`src/rtl/dispatch_pkg.sv`:
```
// Shared types for the event dispatcher: the queued event record and its field widths.
package dispatch_pkg;

    localparam int WIDTH = 32;

    // "time" is a reserved word, so the stamp field is called ts.
    typedef struct packed {
        logic [3:0]       src;
        logic [WIDTH-1:0] ts;
        logic [WIDTH-1:0] value;
    } event_t;

endpackage

```
`src/rtl/rr_arbiter.sv`:
```
// Round-robin arbiter: grants at most one requester per cycle, searching from the
// index after the previous grant.
module rr_arbiter #(
    parameter int N_SRC = 4
) (
    input  logic             clk,
    input  logic             rst,
    input  logic [N_SRC-1:0] req,
    input  logic             enable,
    output logic [N_SRC-1:0] grant
);

    localparam int PW = (N_SRC > 1) ? $clog2(N_SRC) : 1;

    logic [PW-1:0] ptr_q, ptr_d;
    logic          found;
    int            idx;

    always_comb begin
        grant = '0;
        ptr_d = ptr_q;
        found = 1'b0;
        idx   = 0;
        for (int k = 0; k < N_SRC; k++) begin
            idx = int'(ptr_q) + k;
            if (idx >= N_SRC) idx = idx - N_SRC;
            if (enable && !found && req[idx]) begin
                grant[idx] = 1'b1;
                found      = 1'b1;
                ptr_d      = (idx == N_SRC - 1) ? '0 : PW'(idx + 1);
            end
        end
    end

    always_ff @(posedge clk or negedge rst) begin
        if (!rst) ptr_q <= '0;
        else      ptr_q <= ptr_d;
    end

endmodule

```
`src/rtl/event_dispatcher.sv`:
```
// Captures time-stamped events from N_SRC sources into per-source slots, funnels them
// through a round-robin arbiter into a FIFO, and presents them on a valid/ready port.
module event_dispatcher #(
    parameter int WIDTH = 32,
    parameter int N_SRC = 4,
    parameter int DEPTH = 8
) (
    input  logic                          clk,
    input  logic                          rst,
    input  logic [WIDTH-1:0]              global_clock,
    input  logic [N_SRC-1:0]              send,
    input  logic [N_SRC-1:0][WIDTH-1:0]   data,
    input  logic                          clr_ovf,
    output logic                          out_valid,
    input  logic                          out_ready,
    output dispatch_pkg::event_t          out_event,
    output logic [$clog2(DEPTH):0]        level,
    output logic                          overflow
);

    import dispatch_pkg::event_t;

    localparam int AW = $clog2(DEPTH);
    localparam int LW = AW + 1;

    logic [N_SRC-1:0]            full_q, full_d;
    logic [N_SRC-1:0][WIDTH-1:0] ts_q, ts_d, val_q, val_d;
    logic [AW-1:0]               wr_ptr_q, wr_ptr_d, rd_ptr_q, rd_ptr_d;
    logic [LW-1:0]               level_q, level_d;
    logic                        ovf_q, ovf_d;
    event_t                      fifo_q [DEPTH];

    logic [N_SRC-1:0] grant;
    logic             push, pop, push_ok, drop;
    event_t           push_event;

    // Handshake: an event moves to the consumer on every edge where out_valid and
    // out_ready are both high; out_ready alone has no effect.
    assign out_valid = (level_q != '0);
    assign pop       = out_valid && out_ready;
    assign push_ok   = (level_q < LW'(DEPTH)) || pop;
    assign push      = |grant;

    rr_arbiter #(.N_SRC(N_SRC)) u_arb (
        .clk    (clk),
        .rst    (rst),
        .req    (full_q),
        .enable (push_ok),
        .grant  (grant)
    );

    always_comb begin
        push_event = '0;
        for (int i = 0; i < N_SRC; i++) begin
            if (grant[i]) begin
                push_event.src   = 4'(i);
                push_event.ts    = ts_q[i];
                push_event.value = val_q[i];
            end
        end
    end

    // A slot granted this cycle is free to take a new send on the same edge.
    always_comb begin
        full_d = full_q;
        ts_d   = ts_q;
        val_d  = val_q;
        drop   = 1'b0;
        for (int i = 0; i < N_SRC; i++) begin
            if (send[i]) begin
                if (!full_q[i] || grant[i]) begin
                    full_d[i] = 1'b1;
                    ts_d[i]   = global_clock;
                    val_d[i]  = data[i];
                end else begin
                    drop = 1'b1;
                end
            end else if (grant[i]) begin
                full_d[i] = 1'b0;
            end
        end
    end

    always_comb begin
        wr_ptr_d = push ? wr_ptr_q + AW'(1) : wr_ptr_q;
        rd_ptr_d = pop  ? rd_ptr_q + AW'(1) : rd_ptr_q;
        level_d  = level_q;
        if (push && !pop)      level_d = level_q + LW'(1);
        else if (pop && !push) level_d = level_q - LW'(1);
        ovf_d = ovf_q;
        if (drop)         ovf_d = 1'b1;
        else if (clr_ovf) ovf_d = 1'b0;
    end

    always_ff @(posedge clk or negedge rst) begin
        if (!rst) begin
            full_q   <= '0;
            ts_q     <= '0;
            val_q    <= '0;
            wr_ptr_q <= '0;
            rd_ptr_q <= '0;
            level_q  <= '0;
            ovf_q    <= 1'b0;
        end else begin
            full_q   <= full_d;
            ts_q     <= ts_d;
            val_q    <= val_d;
            wr_ptr_q <= wr_ptr_d;
            rd_ptr_q <= rd_ptr_d;
            level_q  <= level_d;
            ovf_q    <= ovf_d;
        end
    end

    always_ff @(posedge clk) begin
        if (push) fifo_q[wr_ptr_q] <= push_event;
    end

    assign out_event = fifo_q[rd_ptr_q];
    assign level     = level_q;
    assign overflow  = ovf_q;

endmodule

```
`config.mk`:
```
export PLATFORM = sky130hd
export DESIGN_NAME = event_dispatcher
export DESIGN_NICKNAME = d
export VERILOG_FILES = /design/src/rtl/dispatch_pkg.sv /design/src/rtl/rr_arbiter.sv /design/src/rtl/event_dispatcher.sv
export SDC_FILE = /design/constraint.sdc
export NUM_CORES = 1
export LEC_CHECK = 0
export ABC_AREA = 1
export BUFFER_PORTS_ARGS = -buffer_cell sky130_fd_sc_hd__clkbuf_2
export CORE_AREA = 2 2 252 254
export DETAILED_ROUTE_END_ITERATION = 8
export DIE_AREA = 0 0 254 256
export GPL_TIMING_DRIVEN = 0
export PLACE_DENSITY = 0.7
export SKIP_LAST_GASP = 1
export SYNTH_ARGS = -nofsm -noshare
export SYNTH_HDL_FRONTEND = slang
export SYNTH_HIERARCHICAL = 1
export SYNTH_SLANG_ARGS = --single-unit
export TNS_END_PERCENT = 1
```
`constraint.sdc`:
```
create_clock -name clk -period 8.9 [get_ports clk]
set_input_delay 1.78 -clock clk [delete_from_list [all_inputs] [get_ports clk]]
set_output_delay 1.78 -clock clk [all_outputs]
set_load 0.02 [all_outputs]
```
# Word-level counts from Yosys, hierarchy flattened
# Memories as Yosys holds them, arrays and structs flattened.
# Cells that the tools add are included.
# classes
n_lt_le_gt_ge	13
multipliers	0
add_sub_neg	15
reduce_logical	45
n_mux	69
bitwise	3
n_div	0
shifts	0
eq_ne	8
# ops
operator	n
2-to-1 mux 68 bit	2
== test 32 x 3 -> 1 bit, second input constant	4
>= comparator 32 x 1 -> 1 bit, second input constant	4
< comparator 32 x 4 -> 1 bit, second input constant	4
2-to-1 mux 32 bit	4
>= comparator 32 x 4 -> 1 bit, second input constant	3
subtractor 32 x 4 -> 32 bit, second input constant	3
2-to-1 mux 65 bit	1
2-to-1 mux 64 bit	1
2-to-1 mux 1 bit	39
2-to-1 mux 4 bit	6
2-to-1 mux 2 bit	8
AND reduction 2 bit	8
logical AND 1 bit	14
bitwise OR 4 bit	3
nonzero test 2 bit	6
logical NOT 1 bit	9
adder 2 bit, second input constant	4
binary-select mux 1 bit (select 2 bit)	4
demux 1 bit (select 2 bit)	4
!= test 2 x 1 -> 1 bit, second input constant	4
nonzero test 4 bit	2
adder 2 x 2 -> 3 bit, second input constant	2
adder 3 x 1 -> 3 bit, second input constant	2
other kinds (8)	12
# word_totals
output_inout_bits	74
wordCells	171
latchBits	0
mem_bits_ro	0
mem_bits_rw	544
n_memories	1
register_bits	273
# memory_table
name	depth	word_bits	read_ports	rd_ports_with_merged_regs	write_ports	line	rtl
fifo_q	8	68	1	0	1	event_dispatcher.sv:31	event_t fifo_q [DEPTH];

# Longest topological paths before layout
# Gate-level depths: netlist of run 1.
# depth
depth_word	29
mapped_depth	23
mapped_depth_nobuf	22

# Cells and area by module
# Netlist of run 1, hierarchy kept.
# modules_own_cells
module	cells_per_inst	seq_area_each_um2	instances	area_per_inst_um2
event_dispatcher	3289	22636.7	1	33275.7
rr_arbiter	105	50.0	1	620.6

# Worst setup path after synthesis of run 1
# OpenSTA, ideal clock, no wires.
# synth_timing
path_kind	in2reg
from	input port out_ready
to	memory fifo_q[7][0] (netlist name) (enable)
arrival_time_ps	7607
setup_ps	572
t_required_ps	8328
setup_slack_ps	721
path_stages	10
path_cell_list	nand2_1 -> nand2_1 -> nand3_4 -> clkinv_2 -> nand2_2 -> o21ai_0 -> nor2_1 -> nand3_1 -> nand2_1 -> nor3_1
# synth_via
elab_chain_len	19
elab_cells_between_ends	25
# synth_lines
element	line	rtl
start: declaration	event_dispatcher.sv:15	input logic out_ready,
logical AND 1 bit *	event_dispatcher.sv:40	assign pop = out_valid && out_ready;
logical OR 1 bit *	event_dispatcher.sv:41	assign push_ok = (level_q < LW'(DEPTH)) || pop;
named net push_ok	event_dispatcher.sv:34	logic push, pop, push_ok, drop;
logical AND 1 bit	rr_arbiter.sv:27	if (enable && !found && req[idx]) begin
2-to-1 mux 1 bit	rr_arbiter.sv:27	
logical NOT 1 bit	rr_arbiter.sv:27	
logical AND 1 bit (2 in series)	rr_arbiter.sv:27	
2-to-1 mux 1 bit	rr_arbiter.sv:27	
[... 4 more ...]	n/a	
logical NOT 1 bit	rr_arbiter.sv:27	
logical AND 1 bit (2 in series)	rr_arbiter.sv:27	
2-to-1 mux 4 bit *	rr_arbiter.sv:27	
named net grant[2]	event_dispatcher.sv:33	logic [N_SRC-1:0] grant;
OR reduction 4 bit *	event_dispatcher.sv:42	assign push = |grant;
named net push	event_dispatcher.sv:34	
2-to-1 mux 1 bit *	event_dispatcher.sv:116	if (push) fifo_q[wr_ptr_q] <= push_event;
2-to-1 mux 1 bit (not written as such) *	event_dispatcher.sv:116	
end: declaration	event_dispatcher.sv:31	
# Mark *: on every way through the listed nets, which the timed path passes. The rest lies on a longest branch.

# Worst setup path after layout of run 1
# layout_timing
from	input port out_ready
to	memory fifo_q[1][47] (netlist name) (enable)
# Same word-level chain as after synthesis.

==> summary.txt, run 1 <==
Status
  • Status: completed

Logic synthesis
  • Mapped Avg Cell Area: 9.99 sq um
  • Mapped Area: 0.0339 sq mm
  • Syn Inst Count: 3394
  • Synth warn: 6
  • Synthesized flop and latch total: 801
  • Sequential element share of the synthesized area: 66.9%
  • Yosys cell types: 34

STA
  • Clock Skews: 0.0281 ns
  • Period utilization: 55.8%
  • Worst rel slew slack: 25.3%
  • Slew of the pin with the lowest slew margin: 1.11 ns
  • Final setup vio count: 0
  • RSZ-0062 raised after global routing: false
  • Final Max Tran Viols: 0
  • Period minus WS final: 4.97 ns
  • Achievable Freq: 201 MHz
  • Final hold slack: 0.470 ns
  • Final Hold Vio Count: 0

Die
  • Die area: 0.0650 sq mm
  • Site Rows: 92
  • Die Y: 256 um
  • Initial core utilization: 54.3%
  • Die Width: 254 um
  • Ports: 242
  • Core footprint: 0.0624 sq mm

Layout
  • Fillcell total: 5019
  • Register area: 0.0227 sq mm
  • Multi-input logic area: 0.0100 sq mm
  • N_diodes: 0
  • P&R area growth vs syn: 16.1%
  • Layout cells sized above 1: 13.0%
  • Nets: 3918

Critical path
  • Required time of the worst setup path: 9.22 ns
  • CP Max Fanout: 21
  • R2r setup slk: 4.41 ns
  • Type of the worst setup path: primary input to register
  • Startpoint types: primary input
  • Nature of the critical path endpoint: register
  • FF-to-FF path depth: 16
  • Arrival @ worst endpoint: 5.29 ns
  • Crit path to: fifo_q[1][47]
  • RR Endpoint: fifo_q[1][47]
  • Reg2Reg Launch Point: u_arb/ptr_q[1]
  • Worst Setup SP: out_ready

Hold path
  • Worst hold start: val_q[73]
  • Hold WC Path Type: register to register

Clocking
  • Clock sinks: 801
  • Worst-path clk slew: 0.07 ns
  • CTS tree: yes
  • Bufs on Longest Clock Path: 3
  • Root Buffer: clkbuf_16
  • Num CTS Buffers: 80
  • Skew-Pair Late Insertion Delay: 0.63 ns
  • CTS Hold Buffers Added: 0
  • H-tree depth: 3
  • Postcts setup bufs: 0
  • Post-CTS Resized: 0

Global routing
  • Largest net degree at the start of global routing: 110
  • Grt total ovfl: 0
  • Number of antenna violations at the first check in global routing: 0
  • Global-route wire length before repair: 138 mm
  • GRT Util Overall: 28.0%
  • Vias in the first global route: 24100

Routing
  • Vias/cell: 5.39
  • Vias: 25100
  • Residual DRC count: 0
  • Routed WL: 90.3 mm
  • Post-DRT Antenna Nets: 0
  • Routed WL per cell: 19.4 um
  • Drt first pass iters: 6
  • 1st-iter DRT viols: 2327

Job
  • Max Cap Viol: 0

Place
  • RePlAce Congestion: 0.921
  • PortBufs: 235
  • Post-DP HPWL: 64.0 mm
-- cell usage in the layout (no fill, tap or decap), types with 4 or more instances in the layout --
| cell type | synthesis | layout |
|---|---|---|
| buf_16 | 0 | 15 |
| dfrtp_1 | 273 | 273 |
| clkbuf_1 | 110 | 120 |
| clkinvlp_4 | 0 | 5 |
| clkbuf_8 | 0 | 4 |
| clkinv_2 | 1 | 16 |
| nor2_4 | 2 | 8 |
| a22oi_1 | 64 | 64 |
| inv_1 | 60 | 59 |
| xor2_1 | 4 | 4 |
| bufinv_16 | 0 | 5 |
| nand2_2 | 12 | 12 |
| buf_4 | 21 | 21 |
| buf_2 | 50 | 50 |
| clkbuf_2 | 0 | 234 |
| buf_6 | 9 | 15 |
| o21ai_1 | 48 | 48 |
| a21oi_1 | 6 | 6 |
| edfxtp_1 | 528 | 528 |
| clkbuf_16 | 0 | 84 |
| nor2_1 | 352 | 346 |
| nand2_1 | 1242 | 1242 |
| buf_1 | 23 | 23 |
| nand3_1 | 201 | 201 |
| buf_12 | 0 | 4 |
| inv_2 | 4 | 4 |
| o21ai_0 | 353 | 353 |
| clkinv_1 | 0 | 18 |
| ha_1 | 12 | 12 |
-- stage by stage --
step                      cell area, sq um  setup slack [ns]  util [%]  TNS (ns)  cells
after floorplan                      33900             0.721         -         0   3395
after global placement               36100             -2.30      57.9   -267.63   4476
after detailed placement             36800              3.37      58.9         0   4501
after CTS                            39300              4.00      63.1         0   4648
after global routing                 39300              3.69      63.1         0   4648
final                                39300              3.93      63.1         0   4648
-- registers in the layout, summed over array words and instances, names as in the netlist --
name and flops:
level 4, overflow 1, val_q 128, fifo_q 528, ts_q 128, rd_ptr_q 3, wr_ptr_q 3, full_q 4
u_arb/ptr_q 2
-- worst max-delay path, cell delays in order --
cell,delay [ns]
clkbuf_2,0.17
nand2_1,0.25
nand2_1,0.30
inv_1,0.10
nor2_1,0.25
nand2_1,0.08
o21ai_0,0.08
a21oi_1,0.06
o21ai_0,0.20
nor2_1,0.10
nand3_1,0.36
nand2_1,0.35
nor2_4,0.56
buf_16,0.23
buf_16,0.18
buf_12,0.19
-- cells by family after synthesis --
kind of cell,share of synthesized area (%)
xor gates and xnor gates,0.155
AOI/OAI and AO/OA,7.49
other,0.0111
buffers and inverters,3.72
adders and majority gates,0.502
and+or+nand+nor,21.2
DFF,66.9
-- layout make-up --
cell class / count / share of cell area (%)
plain buffers: 213 / 2.56
clock buffers: 97 / 5.54
clock inverters: 50 / 1.03
inverters: 66 / 0.652
multi-input cells: 2315 / 25.4
flip-flops and latches: 801 / 57.7
well taps: 846 / 2.69
repair buffers: 260 / 4.44
-- worst min-delay path by stage --
| stage | endpoint | slack (ns) | cells after the start |
|---|---|---|---|
| floorplan | val_q[64] | 0.44 | 2 |
| global placement | val_q[79] | 0.45 | 2 |
| detailed placement | val_q[81] | 0.46 | 2 |
| CTS | val_q[30] | 0.47 | 2 |
| global route | val_q[64] | 0.48 | 2 |
| finish | val_q[73] | 0.47 | 2 |
-- routing by layer --
metal | GRT usage [%] | wire length [um] | share of wire (%) | vias to the layer above
met5 | 0 | 0 | 0 | -
met4 | 8.81 | 2450 | 2.7 | 0
met3 | 3.56 | 7150 | 7.9 | 149
met2 | 44.9 | 42900 | 47 | 1017
met1 | 40.1 | 37800 | 42 | 11900
li1 | - | - | - | 12000
-- synthesized netlist by cell type --
cell type	instances	area, sq um
a21oi_1	6	30.0
a22oi_1	64	480
buf_1	23	86.3
buf_2	50	250
buf_4	21	158
buf_6	9	101
clkbuf_1	110	413
clkinv_2	1	5.00
conb_1	1	3.75
dfrtp_1	273	6830
edfxtp_1	528	15900
fa_1	1	20.0
ha_1	12	150
inv_1	60	225
inv_2	4	15.0
inv_6	1	8.76
nand2_1	1242	4660
nand2_2	12	75.1
nand2_4	1	11.3
nand3_1	201	1010
nand3_2	3	30.0
nand3_4	1	17.5
nand4_1	3	18.8
nor2_1	352	1320
nor2_2	1	6.26
nor2_4	2	22.5
nor3_1	1	5.00
o2111ai_1	1	8.76
o21ai_0	353	1770
o21ai_1	48	240
o22ai_1	2	12.5
or2_2	1	6.26
xnor2_1	2	17.5
xor2_1	4	35.0
Power of run 1 is not shown: default switching activity piles up to over one toggle a cycle in this logic, so the estimate is an artifact.
==> run 2, diff against run 1 <==
==> constraint.sdc (replaced) <==
create_clock -name clk -period 4.6 [get_ports clk]
set_input_delay 0.92 -clock clk [delete_from_list [all_inputs] [get_ports clk]]
set_output_delay 0.92 -clock clk [all_outputs]
set_load 0.02 [all_outputs]
==> run 2 against run 1 <==
The flow now finishes with violations (negative setup slack). Highest routed layer unchanged. Non-clock buffer count shrank 1. Largest cell class unchanged. Hold slack lost 0.20 ns. Critical path type is now register to register. Cell count barely moved.
==> summary.txt, run 2 (synthesized netlist as in run 1, its figures left out) <==
Status
  • Status: finished with violations
  • Failing checks: negative setup slack

Global routing
  • Vias in the first global route: 24400 (+1.1%)
  • Global-route wire length before repair: 140 mm (+1.6%)
  • GRT Util Overall: 28.3% (+0.33 points)
  • Grt total ovfl: 0 (unchanged)
  • Largest net degree at the start of global routing: 114 (+3.6%)
  • Number of antenna violations at the first check in global routing: 0 (unchanged)

Clocking
  • H-tree depth: 3 (unchanged)
  • Root Buffer: clkbuf_16
  • Num CTS Buffers: 80 (unchanged)
  • Bufs on Longest Clock Path: 3 (unchanged)
  • CTS tree: yes
  • Skew-Pair Late Insertion Delay: 0.63 ns (about the same)
  • Worst-path clk slew: 0.06 ns (about the same)
  • Post-CTS Resized: 0 (unchanged)
  • Clock sinks: 801 (unchanged)

Hold path
  • Hold WC Path Type: primary input to asynchronous set/reset pin

Routing
  • 1st-iter DRT viols: 2477 (+6.4%)
  • Residual DRC count: 0 (unchanged)
  • Post-DRT Antenna Nets: 0 (unchanged)
  • Drt first pass iters: 6 (unchanged)
  • Vias: 25400 (+1.4%)
  • Routed WL per cell: 19.7 um (+1.5%)
  • Routed WL: 91.6 mm (+1.4%)
  • Vias/cell: 5.47 (+1.5%)

Critical path
  • Type of the worst setup path: register to register
  • Most frequent CP cell: nand2_1
  • Startpoint types: register
  • Arrival @ worst endpoint: 4.94 ns (-0.35 ns)
  • Critical path, cell by cell: nor2_1, nand2_1, nand2_1, nand2_1, inv_1, nor2_1, nand2_1, o21ai_0, a21oi_1, o21ai_0, nor2_1, nand3_1, nand2_1, nor2_4, buf_16, buf_16, buf_16
  • Required time of the worst setup path: 4.93 ns (-4.29 ns)
  • CP Max Fanout: 20 (-4.8%)
  • Slowest cell on the critical path: nor2_4
  • Top Family by Delay on Critical Path: simple AND/OR/NAND/NOR gates
  • CP bufs+invs: 4 (-1)
  • Nature of the critical path endpoint: register
  • Max incr delay on CP: 0.60 ns (+0.04 ns)

Die
  • Ports: 242 (unchanged)
  • Die Y: 256 um (unchanged)
  • Die area: 0.0650 sq mm (unchanged)
  • Initial core utilization: 54.3% (unchanged)
  • Die Width: 254 um (unchanged)
  • Core footprint: 0.0624 sq mm (unchanged)
  • Site Rows: 92 (unchanged)

Layout
  • Most common cell after layout, fill and taps aside: nand2_1
  • Max FFs per register: 528 (unchanged)
  • Layout cells sized above 1: 12.8% (-0.17 points)
  • Nets: 3917 (-0.026%)
  • Most flop-heavy register: fifo_q
  • Regs by FF count: fifo_q x528, ts_q x128, val_q x128
  • N_diodes: 0 (unchanged)
  • P&R area growth vs syn: 16.1% (about the same)
  • Fillcell total: 5052 (+0.66%)
  • Commonest cells after routing, fill and taps aside: nand2_1, edfxtp_1, o21ai_0

Place
  • RePlAce Congestion: 0.912 (-0.99%)
  • PortBufs: 235 (unchanged)
  • Post-DP HPWL: 64.4 mm (+0.65%)
  • DP Worst Slack: -0.163 ns (-3.54 ns)

STA
  • Final Max Tran Viols: 0 (unchanged)
  • Worst rel slew slack: 23.5% (-1.9 points)
  • Clock Skews: 0.0153 ns (-0.0128 ns)
  • Final setup vio count: 14 (+14)
  • Final Hold Vio Count: 0 (unchanged)
  • Period utilization: 100%
  • Achievable Freq: 217 MHz
  • Period minus WS final: 4.61 ns
  • Final hold slack: 0.266 ns (-0.204 ns)
  • Slew of the pin with the lowest slew margin: 1.14 ns (+0.0275 ns)
  • RSZ-0062 raised after global routing: true
  • Final worst slack: -0.0130 ns (-3.95 ns)

Job
  • Max Cap Viol: 0 (unchanged)
==> run 2: cell count changes in the layout (fill, tap and decap cells not counted), moves of 2 or more <==
cell,change
buf_6,-6
buf_8,+3
clkbuf_1,+6
clkbuf_16,+2
clkbuf_8,+3
clkinv_1,-2
clkinv_2,-4
clkinv_4,-2
clkinv_8,-2
clkinvlp_2,+2
clkinvlp_4,-4
==> run 2: layer usage <==
metal	vias to the layer above	global-route usage [%]	part of all wire (%)	wire [um]
met4	0	8.95	2.8	2540
met1	12100	40.4	42	38700
met2	1090	45.3	47	43200
met3	150	4.05	7.9	7250
met5	-	0	0	0
li1	12000	-	-	-
==> run 2: repair_timing <==
item | in CTS | in global routing
endpoints found under the setup margin | 0 | 247
setup buffers | 0 | 1
hold buffers | 0 | 0
==> run 2: layout make-up <==
| class | instances | area (sq um) | share of cell area [%] |
|---|---|---|---|
| multi-input cells | 2315 | 10000 | 25.4 |
| repair buffers | 259 | 1760 | 4.47 |
| inverters | 66 | 256 | 0.652 |
| flip-flops and latches | 801 | 22700 | 57.7 |
| well taps | 846 | 1060 | 2.69 |
| clock buffers | 108 | 2290 | 5.83 |
| clock inverters | 37 | 279 | 0.709 |
| plain buffers | 213 | 1010 | 2.56 |
==> run 2: worst register-to-register path: stages, from the launching register on <==
cell and delay (ns):
dfrtp_1 0.46, nor2_1 0.08, nand2_1 0.27, nand2_1 0.35, nand2_1 0.33, inv_1 0.11, nor2_1 0.26, nand2_1 0.08
o21ai_0 0.08, a21oi_1 0.06, o21ai_0 0.21, nor2_1 0.10, nand3_1 0.36, nand2_1 0.36, nor2_4 0.60, buf_16 0.25
buf_16 0.19, buf_16 0.18
==> run 2: per-stage QoR <==
| step | std cells | setup TNS, ns | utilization [%] | instance area, sq um |
|---|---|---|---|---|
| floorplan | 3395 | -407.85 | - | 33900 |
| global placement | 4476 | -2595.91 | 57.9 | 36100 |
| detailed placement | 4499 | -9.66 | 58.9 | 36800 |
| CTS | 4644 | 0 | 63.1 | 39300 |
| global route | 4645 | -25.17 | 63.1 | 39300 |
| finish | 4645 | -0.0926 | 63.1 | 39300 |
==> run 2: worst paths after layout <==
check                           startpoint             to  slack, ns  cells after the start
worst max-delay path              level[3]  fifo_q[5][18]      -0.01                     17
worst max register to register    level[3]  fifo_q[5][18]      -0.01                     17
worst min-delay path                   rst       ts_q[85]       0.27                      1
min in group clk                  val_q[4]       val_q[4]       0.47                      2
worst min register to register    val_q[4]       val_q[4]       0.47                      2
max in group asynchronous              rst     val_q[105]       2.90                      3
Power of run 2 is left out for the same reason.
